## src/rtl/dmem_stage_ctrl_pkg.sv

```systemverilog
// Shared types and default widths for the data-memory stage controller.
package dmem_pkg;

    typedef enum logic [1:0] {
        IDLE,
        BUSY,
        DUMP,
        HALTED
    } stateT;

    localparam int unsigned DefDataW   = 16;
    localparam int unsigned DefAddrW   = 16;
    localparam int unsigned DefNumFwd  = 2;
    localparam int unsigned DefTimeout = 63;

endpackage

```

## src/rtl/dmem_stage_ctrl_if.sv

```systemverilog
// Memory-side bus between the stage controller (master) and the data memory (slave).
interface dmem_stage_ctrl_if
    import dmem_pkg::*;
#(
    parameter int unsigned DATA_W = DefDataW,
    parameter int unsigned ADDR_W = DefAddrW
) ();

    logic              m_rd;
    logic              m_wr;
    logic [ADDR_W-1:0] m_addr;
    logic [DATA_W-1:0] m_wdata;
    logic [DATA_W-1:0] m_rdata;
    logic              m_done;
    logic              m_err;
    logic              m_dump;

    modport master (
        output m_rd, m_wr, m_addr, m_wdata, m_dump,
        input  m_rdata, m_done, m_err
    );

    modport slave (
        input  m_rd, m_wr, m_addr, m_wdata, m_dump,
        output m_rdata, m_done, m_err
    );

endinterface

```

## src/rtl/dmem_stage_ctrl_fwd_mux.sv

```systemverilog
// N+1-way store-data select: sel 0 (or out of range) picks base, sel k picks source k-1.
module fwd_mux #(
    parameter int unsigned DATA_W  = 16,
    parameter int unsigned NUM_FWD = 2,
    parameter int unsigned SEL_W   = 2
) (
    input  logic [DATA_W-1:0]         base,
    input  logic [NUM_FWD*DATA_W-1:0] srcs,
    input  logic [SEL_W-1:0]          sel,
    output logic [DATA_W-1:0]         dataOut
);

    always_comb begin
        dataOut = base;
        for (int unsigned k = 0; k < NUM_FWD; k++) begin
            if (sel == SEL_W'(k + 1)) begin
                dataOut = srcs[k*DATA_W +: DATA_W];
            end
        end
    end

endmodule

```

## src/rtl/dmem_stage_ctrl.sv

```systemverilog
// Memory-stage controller: registered request issue, stall generation,
// alignment/timeout error detection and halt/dump sequencing.
module dmem_stage_ctrl
    import dmem_pkg::*;
#(
    parameter int unsigned DATA_W      = DefDataW,
    parameter int unsigned ADDR_W      = DefAddrW,
    parameter int unsigned NUM_FWD     = DefNumFwd,
    parameter int unsigned TIMEOUT     = DefTimeout,
    parameter int unsigned ALIGN_CHECK = 1
) (
    input  logic                            clk,
    input  logic                            rst,
    input  logic                            mem_read,
    input  logic                            mem_write,
    input  logic [ADDR_W-1:0]               addr,
    input  logic [DATA_W-1:0]               write_data,
    input  logic [NUM_FWD*DATA_W-1:0]       fwd_data,
    input  logic [$clog2(NUM_FWD+1)-1:0]    fwd_sel,
    input  logic                            halt_in,
    input  logic                            err_in,
    dmem_stage_ctrl_if.master               mem,
    output logic [DATA_W-1:0]               read_data,
    output logic                            pipe_go,
    output logic                            bubble_memwb,
    output logic                            err,
    output logic                            halted
);

    localparam int unsigned SelW = $clog2(NUM_FWD + 1);
    localparam int unsigned CntW = $clog2(TIMEOUT + 1);

    stateT             state;
    stateT             stateNext;
    logic              opRdQ;
    logic [ADDR_W-1:0] addrQ;
    logic [DATA_W-1:0] wdataQ;
    logic [DATA_W-1:0] rdataQ;
    logic [CntW-1:0]   cntQ;
    logic              errQ;
    logic [DATA_W-1:0] fwdSelData;

    logic req;
    logic misaligned;
    logic doneOk;
    logic timeUp;
    logic issue;
    logic errSet;

    fwd_mux #(
        .DATA_W (DATA_W),
        .NUM_FWD(NUM_FWD),
        .SEL_W  (SelW)
    ) uFwdMux (
        .base   (write_data),
        .srcs   (fwd_data),
        .sel    (fwd_sel),
        .dataOut(fwdSelData)
    );

    assign req        = mem_read | mem_write;
    assign misaligned = (ALIGN_CHECK != 0) && addr[0] && req;
    assign doneOk     = mem.m_done & ~mem.m_err;
    assign timeUp     = (cntQ == CntW'(TIMEOUT));
    assign issue      = (state == IDLE) & ~halt_in & ~err_in & ~misaligned & req;

    // Halt outranks an alignment fault; a completion outranks a coincident timeout.
    always_comb begin
        errSet = 1'b0;
        case (state)
            IDLE:    errSet = err_in | (~halt_in & misaligned);
            BUSY:    errSet = mem.m_err | (~mem.m_done & timeUp);
            default: errSet = 1'b0;
        endcase
    end

    always_ff @(posedge clk) begin
        if (rst) begin
            state <= IDLE;
        end else begin
            state <= stateNext;
        end
    end

    always_comb begin
        stateNext = state;
        case (state)
            IDLE: begin
                if (halt_in | err_in)  stateNext = DUMP;
                else if (misaligned)   stateNext = DUMP;
                else if (req)          stateNext = BUSY;
            end
            BUSY: begin
                if (mem.m_err)         stateNext = DUMP;
                else if (mem.m_done)   stateNext = IDLE;
                else if (timeUp)       stateNext = DUMP;
            end
            DUMP:    stateNext = HALTED;
            HALTED:  stateNext = HALTED;
            default: stateNext = IDLE;
        endcase
    end

    always_ff @(posedge clk) begin
        if (rst) begin
            opRdQ  <= 1'b0;
            addrQ  <= '0;
            wdataQ <= '0;
            rdataQ <= '0;
            cntQ   <= '0;
            errQ   <= 1'b0;
        end else begin
            if (issue) begin
                opRdQ  <= mem_read;
                addrQ  <= addr;
                wdataQ <= fwdSelData;
                cntQ   <= '0;
            end else if (state == BUSY && !timeUp) begin
                cntQ <= cntQ + CntW'(1);
            end
            if (state == BUSY && doneOk && opRdQ) begin
                rdataQ <= mem.m_rdata;
            end
            if (errSet) begin
                errQ <= 1'b1;
            end
        end
    end

    // Strobes are forced low while rst is high so a dropped request never reaches memory.
    always_comb begin
        mem.m_rd    = 1'b0;
        mem.m_wr    = 1'b0;
        mem.m_dump  = 1'b0;
        mem.m_addr  = addrQ;
        mem.m_wdata = wdataQ;
        pipe_go     = 1'b0;
        halted      = 1'b0;
        read_data   = rdataQ;
        case (state)
            IDLE: pipe_go = ~halt_in & ~err_in & ~req;
            BUSY: begin
                mem.m_rd = opRdQ;
                mem.m_wr = ~opRdQ;
                pipe_go  = doneOk;
                if (doneOk && opRdQ) read_data = mem.m_rdata;
            end
            DUMP:    mem.m_dump = 1'b1;
            HALTED:  halted     = 1'b1;
            default: pipe_go    = 1'b0;
        endcase
        if (rst) begin
            mem.m_rd   = 1'b0;
            mem.m_wr   = 1'b0;
            mem.m_dump = 1'b0;
            pipe_go    = 1'b0;
            halted     = 1'b0;
        end
    end

    assign bubble_memwb = ~pipe_go;
    assign err          = errQ;

endmodule

```

## src/flat_wrapper.sv

```systemverilog
// flat-port wrapper written by rule: the top's interface ports become plain ports
module dmem_stage_ctrl_flat import dmem_pkg::*;
#(
    parameter int unsigned DATA_W      = DefDataW,
    parameter int unsigned ADDR_W      = DefAddrW,
    parameter int unsigned NUM_FWD     = DefNumFwd,
    parameter int unsigned TIMEOUT     = DefTimeout,
    parameter int unsigned ALIGN_CHECK = 1
)
  (clk, rst, mem_read, mem_write, addr, write_data, fwd_data, fwd_sel, halt_in, err_in, read_data, pipe_go, bubble_memwb, err, halted, mem_m_rd, mem_m_wr, mem_m_addr, mem_m_wdata, mem_m_dump, mem_m_rdata, mem_m_done, mem_m_err);
  dmem_stage_ctrl_if #(.DATA_W(DATA_W), .ADDR_W(ADDR_W)) mem_i ();
  input  logic clk;
  input  logic rst;
  input  logic mem_read;
  input  logic mem_write;
  input  logic [ADDR_W-1:0] addr;
  input  logic [DATA_W-1:0] write_data;
  input  logic [NUM_FWD*DATA_W-1:0] fwd_data;
  input  logic [$clog2(NUM_FWD+1)-1:0] fwd_sel;
  input  logic halt_in;
  input  logic err_in;
  output logic [DATA_W-1:0] read_data;
  output logic pipe_go;
  output logic bubble_memwb;
  output logic err;
  output logic halted;
  output wire logic [$bits(mem_i.m_rd)-1:0] mem_m_rd;
  output wire logic [$bits(mem_i.m_wr)-1:0] mem_m_wr;
  output wire logic [$bits(mem_i.m_addr)-1:0] mem_m_addr;
  output wire logic [$bits(mem_i.m_wdata)-1:0] mem_m_wdata;
  output wire logic [$bits(mem_i.m_dump)-1:0] mem_m_dump;
  input wire logic [$bits(mem_i.m_rdata)-1:0] mem_m_rdata;
  input wire logic [$bits(mem_i.m_done)-1:0] mem_m_done;
  input wire logic [$bits(mem_i.m_err)-1:0] mem_m_err;
  assign mem_m_rd = mem_i.m_rd;
  assign mem_m_wr = mem_i.m_wr;
  assign mem_m_addr = mem_i.m_addr;
  assign mem_m_wdata = mem_i.m_wdata;
  assign mem_m_dump = mem_i.m_dump;
  assign mem_i.m_rdata = mem_m_rdata;
  assign mem_i.m_done = mem_m_done;
  assign mem_i.m_err = mem_m_err;
  dmem_stage_ctrl #(.DATA_W(DATA_W), .ADDR_W(ADDR_W), .NUM_FWD(NUM_FWD), .TIMEOUT(TIMEOUT), .ALIGN_CHECK(ALIGN_CHECK)) u_core (.clk(clk), .rst(rst), .mem_read(mem_read), .mem_write(mem_write), .addr(addr), .write_data(write_data), .fwd_data(fwd_data), .fwd_sel(fwd_sel), .halt_in(halt_in), .err_in(err_in), .mem(mem_i), .read_data(read_data), .pipe_go(pipe_go), .bubble_memwb(bubble_memwb), .err(err), .halted(halted));
endmodule
```

## config.mk

```make
export PLATFORM = sky130hd
export DESIGN_NAME = dmem_stage_ctrl_flat
export DESIGN_NICKNAME = d
export VERILOG_FILES = /design/src/rtl/dmem_stage_ctrl_pkg.sv /design/src/rtl/dmem_stage_ctrl_if.sv /design/src/rtl/dmem_stage_ctrl_fwd_mux.sv /design/src/rtl/dmem_stage_ctrl.sv /design/src/flat_wrapper.sv
export SDC_FILE = /design/constraint.sdc
export NUM_CORES = 1
export LEC_CHECK = 0
export BUFFER_PORTS_ARGS = -buffer_cell sky130_fd_sc_hd__buf_2
export CORE_AREA = 4 4 81 83
export CTS_BUF_LIST = sky130_fd_sc_hd__clkbuf_4 sky130_fd_sc_hd__clkbuf_8 sky130_fd_sc_hd__clkbuf_16
export DETAILED_ROUTE_END_ITERATION = 10
export DIE_AREA = 0 0 85 87
export GPL_TIMING_DRIVEN = 0
export PLACE_DENSITY = 0.83
export SYNTH_ARGS = -nofsm -noshare
export SYNTH_HDL_FRONTEND = slang
export SYNTH_SLANG_ARGS = --single-unit
export TNS_END_PERCENT = 1
```

## constraint.sdc

```tcl
create_clock -name clk -period 3 [get_ports clk]
set_input_delay 0.3 -clock clk [delete_from_list [all_inputs] [get_ports clk]]
set_output_delay 0.3 -clock clk [all_outputs]
set_load 0.005 [all_outputs]
```

==> summary.md, run 1 <==
| Metric | Value |
|---|---|
| CP max FO | `10` |
| Top-Level Pins | `145` |
| Clock period minus worst slack | `2.40 ns` |
| Layout Nets | `558` |
| Die Footprint | `7400 sq um` |
| Proportion of layout cells with a drive suffix above 1 | `43.4%` |
| Clk slew on worst S/H paths | `0.07 ns` |
| Maxcap violations | `0` |
| Setup Viol. Count Final | `0` |
| RePlAce Congestion | `0.802` |
| Vias | `2796` |
| Crit path capture type | `primary output` |
| Final Total Pwr | `1.80 mW` |
| Routed wl met2 | `3.68 mm` |
| Port buffer count | `142` |
| Gr usage total | `20.3%` |
| Mapped cell area | `2770 sq um` |
| Post-CTS setup buffer count | `0` |
| Yosys top cell by area | `dfxtp_1` |
| Lkg Pwr | `1.78 nW` |
| CTS tree | `yes` |
| DR vias/cell | `5.11` |
| Congestion Overflow GR | `0` |
| Root buf cell | `clkbuf_8` |
| Rows | `28` |
| Longest Clk Path Bufs | `2` |
| Met3 WL | `773 microns` |
| Startpoint Class | `register` |
| Cell Pwr Density | `474 nW/um^2` |
| RSZ-0062 raised after global routing | `false` |
| Post-DP HPWL | `6.01 mm` |
| Async S/R FF share, synth | `0%` |
| H-tree depth | `3` |
| Clock Latency Late Sink | `0.33 ns` |
| Top sig layer | `met4` |
| Reg2Reg Setup Slack | `1.06 ns` |
| First drt pass iteration count | `4` |
| Ranking of synthesized cells by area | `dfxtp_1 42%, mux2_2 13%, nand2_1 9.1%, a21oi_1 6.9%, mux2i_1 5.8%` |
| Worst EP required | `2.70 ns` |
| Clock skew | `0.00746 ns` |
| Number of global-route vias before repair | `2771` |
| Top-area cell type share of the netlist area | `41.9%` |
| Layout area overhead | `37.2%` |
| Metal1 wirelength | `2.98 mm` |
| Syn Nets | `405` |
| Synth Warn # | `0` |
| Most common cell after layout, fill and taps aside | `buf_2` |
| Diode count | `0` |
| Worst EP arrival | `2.10 ns` |
| Ys flop type | `dfxtp_1` |
| Largest net degree at the start of global routing | `12` |
| Final wirelength | `7.59 mm` |
| Initial DRC count | `79` |
| WL per Instance | `13.9 microns` |
| Final Max Tran Viols | `0` |
| Final period util | `80.2%` |
| DRT antenna net count | `0` |
| Most frequent cells in the layout | `148 x buf_2, 67 x nand2_1, 58 x dfxtp_1` |
| Number of library cell types mapped by synthesis | `35` |
| Initial antenna violation count | `0` |
| Outcome | `finished, final reports clean` |
| Initial Util | `47.3%` |
| First-pass GRT wire length | `12.2 mm` |
| DIE HEIGHT | `87 microns` |
| # resized after CTS | `0` |
| Core ar. | `5850 sq um` |
| Register area share after synthesis | `41.9%` |
| CP Class | `reg2out` |
| Post-synthesis instance total | `314` |
| Peak VDD IR | `0.000392 V` |
| Die W | `85 microns` |
| Yosys reg bits | `58` |
| Final Hold Viols | `0` |
| Sink Count | `58` |
| Average size of a mapped cell | `8.82 sq um` |
| Slew HR | `52.8%` |
| Fmax achieved | `416 MHz` |
| HP Class | `in2reg` |
| TritonCTS buffer count | `9` |
| CTS Hold Buffers Added | `0` |
| # DRC | `0` |
| Slew @ Worst Pin | `0.709 ns` |
| Final setup TNS | `0 ns` |
| Number of flops mapped to enable cells by yosys | `0` |
-- logic make-up after synthesis --
family          synth area share, %
flops                          41.9
buf+inv                        4.34
fa+ha+maj                     0.452
compound gates                 14.4
simple gates                   19.7
mux                            18.8
xor+xnor                      0.316
-- power by group --
part	total (mW)	switching [mW]	leakage [nW]	internal, mW
clock network	0.802	0.311	0.109	0.491
logic	0.202	0.0988	1.20	0.103
registers	0.798	0.0124	0.469	0.785
-- final cells by class --
class | instances | area [sq um]
Tap cell | 75 | 93.8
Timing Repair Buffer | 142 | 711
Inverter | 3 | 11.3
Sequential cell | 58 | 1160
Buffer | 21 | 109
Multi-Input combinational cell | 232 | 1490
Fill cell | 507 | 2050
Clock buffer | 10 | 138
Clock inverter | 6 | 88.8
-- critical path: stages, from the launching register on --
cell	delay, ns
dfxtp_1	0.46
and4bb_2	0.27
nand2_1	0.24
buf_2	0.30
mux2_2	0.37
buf_2	0.13
-- registers in the layout, summed over array words and instances (netlist names) --
signal and flops:
u_core.state 2, u_core.err 1, u_core.opRdQ 1, u_core.rdataQ 16
u_core.mem.m_addr 16, u_core.cntQ 6, u_core.mem.m_wdata 16
-- cells in the mapped netlist (all sizes together) (2+ instances only) --
cell type,instances
clkbuf,11
o21ai,6
nor3b,2
a21oi,38
inv,3
nor2b,18
a311oi,3
or3,2
o211ai,16
buf,10
nor3,7
nand2b,2
mux2i,16
nand2,67
mux2,32
nand3,3
nor2,7
dfxtp,58
-- metal layers --
layer,vias up,track usage [%]
met5,-,0
met1,1254,22.7
met4,0,9.06
li1,1401,-
met3,18,6.15
met2,123,35.6
-- stage by stage --
stage / setup slack (ns) / util [%] / instance area, sq um / hold slack (ns) / cells
detailed placement: 0.931 / 61.1 / 3570 / 0.432 / 531
finish: 0.595 / 64.9 / 3800 / 0.204 / 547
floorplan: 1.23 / - / 2770 / 0.425 / 314
global placement: 0.944 / 61.1 / 3570 / 0.416 / 531
global route: 0.473 / 64.9 / 3800 / 0.204 / 547
CTS: 0.558 / 64.9 / 3800 / 0.190 / 547
-- worst paths after layout --
check / start / end / cells past startpoint
worst max-delay path: u_core.state[1]$_SDFFE_PP0P_ / read_data[5] / 5
worst min-delay path: addr[9] / u_core.mem.m_addr[9]$_SDFFE_PP0P_ / 3
worst max register to register: u_core.state[1]$_SDFFE_PP0P_ / u_core.mem.m_wdata[10]$_SDFFE_PP0P_ / 5
worst min register to register: u_core.mem.m_addr[0]$_SDFFE_PP0P_ / u_core.mem.m_addr[0]$_SDFFE_PP0P_ / 2
No activity file was read; power rests on OpenSTA's default activity.
==> run 2, diff against run 1 <==
- ABC_AREA: default -> 1
- CORE_AREA: 4 4 81 83 -> 4 4 90 92
- DIE_AREA: 0 0 85 87 -> 0 0 94 96
- PLACE_DENSITY: 0.83 -> 0.74
- clock period: 3 -> 2.12 ns (I/O delays scaled with it)
==> summary.md, run 2 <==
| Metric | Value |
|---|---|
| Hold path cells | `3` |
| RSZ-0062 raised after global routing | `false` |
| Crit path capture type | `primary output` |
| Reg2reg start | `u_core.cntQ[0]$_SDFFE_PP0P_` |
| Number of flops mapped to enable cells by yosys | `0` |
| Rows | `31` |
| Reg2Reg Setup Slack | `0.62 ns` |
| Initial DRC count | `83` |
| Synth Warn # | `0` |
| Final Max Tran Viols | `0` |
| Number of global-route vias before repair | `2955` |
| Final Hold Viols | `0` |
| RR Endpoint | `u_core.cntQ[3]$_SDFFE_PP0P_` |
| Clock skew | `0.00982 ns` |
| Hold Crit Start | `addr[4]` |
| Crit-path max cell delay | `0.33 ns` |
| Most frequent cells in the layout | `147 x buf_2, 133 x nand2_1, 70 x inv_1` |
| Mapped cell area | `2900 sq um` |
| Initial Util | `40.1%` |
| Top-area cell type share of the netlist area | `40.1%` |
| CTS Hold Buffers Added | `0` |
| Slew @ Worst Pin | `0.478 ns` |
| Final period util | `90.2%` |
| Ranking of synthesized cells by area | `dfxtp_1 40%, nand2_1 17%, inv_1 9.1%, nand3_1 6.4%, nor2_1 6.0%` |
| Lkg Pwr | `2.27 nW` |
| Count leader, synth | `nand2_1` |
| First drt pass iteration count | `4` |
| Post-DP HPWL | `6.35 mm` |
| Cell Chain, Critical Path | `inv_1 -> nand2_1 -> inv_2 -> nand3_2 -> buf_4 -> o21ai_0 -> inv_1 -> buf_2` |
| Clock Latency Late Sink | `0.34 ns` |
| Maxcap violations | `0` |
| Worst hold endpoint | `u_core.mem.m_addr[4]$_SDFFE_PP0P_` |
| Register area share after synthesis | `40.1%` |
| Ys flop type | `dfxtp_1` |
| Most common cell after layout, fill and taps aside | `buf_2` |
| Async S/R FF share, synth | `0%` |
| Worst EP arrival | `1.70 ns` |
| Peak VDD IR | `0.000453 V` |
| Sink Count | `58` |
| Port buffer count | `143` |
| Die W | `94 microns` |
| HP Class | `in2reg` |
| Gr usage total | `17.7%` |
| Vias | `3174` |
| Congestion Overflow GR | `0` |
| Layout Utilization | `55.0%` |
| Setup Viol. Count Final | `0` |
| Initial antenna violation count | `0` |
| TritonCTS buffer count | `9` |
| Crit-path most repeated cell | `inv_1` |
| Root buf cell | `clkbuf_8` |
| Die Footprint | `9020 sq um` |
| DRT antenna net count | `0` |
| DIE HEIGHT | `96 microns` |
| Worst EP required | `1.91 ns` |
| Clk slew on worst S/H paths | `0.07 ns` |
| DR vias/cell | `4.49` |
| Post-synthesis instance total | `449` |
| FF-to-FF path depth | `8` |
| Number of library cell types mapped by synthesis | `25` |
| # DRC | `0` |
| Clock period minus worst slack | `1.91 ns` |
| Final wirelength | `8.00 mm` |
| Diode count | `0` |
| Fmax achieved | `523 MHz` |
| Longest Clk Path Bufs | `2` |
| Outcome | `finished, final reports clean` |
| Delay-heaviest family, CP | `buffers and inverters` |
| Top-Level Pins | `145` |
| Slew HR | `68.1%` |
| Largest net degree at the start of global routing | `11` |
| Proportion of layout cells with a drive suffix above 1 | `33.1%` |
| WL per Instance | `11.3 microns` |
| CP Class | `reg2out` |
| Core ar. | `7210 sq um` |
| Layout Nets | `694` |
| Syn Nets | `540` |
| Post-synth top cells | `133 x nand2_1, 70 x inv_1, 58 x dfxtp_1` |
| Startpoint Class | `register` |
| Yosys reg bits | `58` |
| CTS tree | `yes` |
| Slowest-stage cell, CP | `dfxtp_1` |
| Final setup TNS | `0 ns` |
| CP max FO | `10` |
| First-pass GRT wire length | `12.7 mm` |
| Cell Pwr Density | `652 nW/um^2` |
| RePlAce Congestion | `0.802` |
| Layout area overhead | `37.1%` |
| Yosys top cell by area | `dfxtp_1` |
| Buf/Inv on CP | `5` |
| H-tree depth | `3` |
| Average size of a mapped cell | `6.45 sq um` |
## run 2: changes by cell type in the layout (fill, tap and decap cells not counted), sizes merged, moves of 4 or more
cell / change
o21ai: +11
nor2b: -18
nand2: +68
mux2: -32
inv: +67
mux2i: -16
nand3: +34
or2: +15
o211ai: -16
nor2: +41
nor3: -4
## run 2: metrics by stage
stage / power (mW) / setup WS (ns) / hold slack [ns] / instances / instance area, sq um
floorplan: 1.33 / 0.792 / 0.351 / 449 / 2900
global placement: 1.47 / 0.488 / 0.427 / 691 / 3740
detailed placement: 1.47 / 0.457 / 0.430 / 691 / 3740
CTS: 2.61 / 0.0838 / 0.129 / 707 / 3960
global route: 2.72 / 0.0338 / 0.129 / 707 / 3970
finish: 2.59 / 0.209 / 0.133 / 707 / 3970
## run 2: layout make-up
class	count	area, sq um
Buffer	21	114
Inverter	71	267
Clock buffer	11	145
Timing Repair Buffer	143	716
Fill cell	725	3240
Multi-Input combinational cell	299	1370
Tap cell	99	124
Sequential cell	58	1160
Clock inverter	5	77.6
## run 2: worst max-delay path by stage
stage / start / endpoint / depth (start not counted)
3_3_place_gp: u_core.state[1]$_SDFFE_PP0P_ / read_data[1] / 8
6_report: u_core.state[1]$_SDFFE_PP0P_ / read_data[0] / 8
5_1_grt: u_core.state[1]$_SDFFE_PP0P_ / read_data[12] / 8
3_5_place_dp: u_core.state[1]$_SDFFE_PP0P_ / read_data[2] / 8
4_1_cts: u_core.state[1]$_SDFFE_PP0P_ / read_data[2] / 8
2_1_floorplan: u_core.state[1]$_SDFFE_PP0P_ / read_data[10] / 7
## run 2: tightest hold or removal path, stage by stage
cell and delay [ns]:
buf_2 0.10, nand3_1 0.07, a21oi_1 0.05
## run 2: layer usage
| layer | share of wire [%] | vias up | GRT usage, % |
|---|---|---|---|
| met5 | 0 | - | 0 |
| met4 | 1.4 | 0 | 6.98 |
| met3 | 6.2 | 10 | 4.53 |
| met2 | 50 | 92 | 31.7 |
| met1 | 42 | 1395 | 20.1 |
| li1 | - | 1677 | - |
## run 2: timing repair
item,CTS,global route
setup buffers,0,0
resized for setup,0,17
endpoints found under the hold margin,0,0
endpoints found under the setup margin,0,16
## run 2: logic make-up (layout without fill, tap and decap cells)
group,after synthesis,count (layout),synth area share (%)
AO/OA/AOI/OAI,54,54,10.6
XOR/XNOR,3,3,0.907
adder cells (fa/ha/maj),1,1,0.432
buffers and inverters,92,251,12.9
flip-flops,58,58,40.1
AND/OR/NAND/NOR,241,241,35.1
## run 2: where the power goes
part	switching, mW	internal [mW]	total (mW)	leakage, nW
logic	0.171	0.142	0.314	1.69
registers	0.0175	1.12	1.14	0.470
clock network	0.439	0.703	1.14	0.113
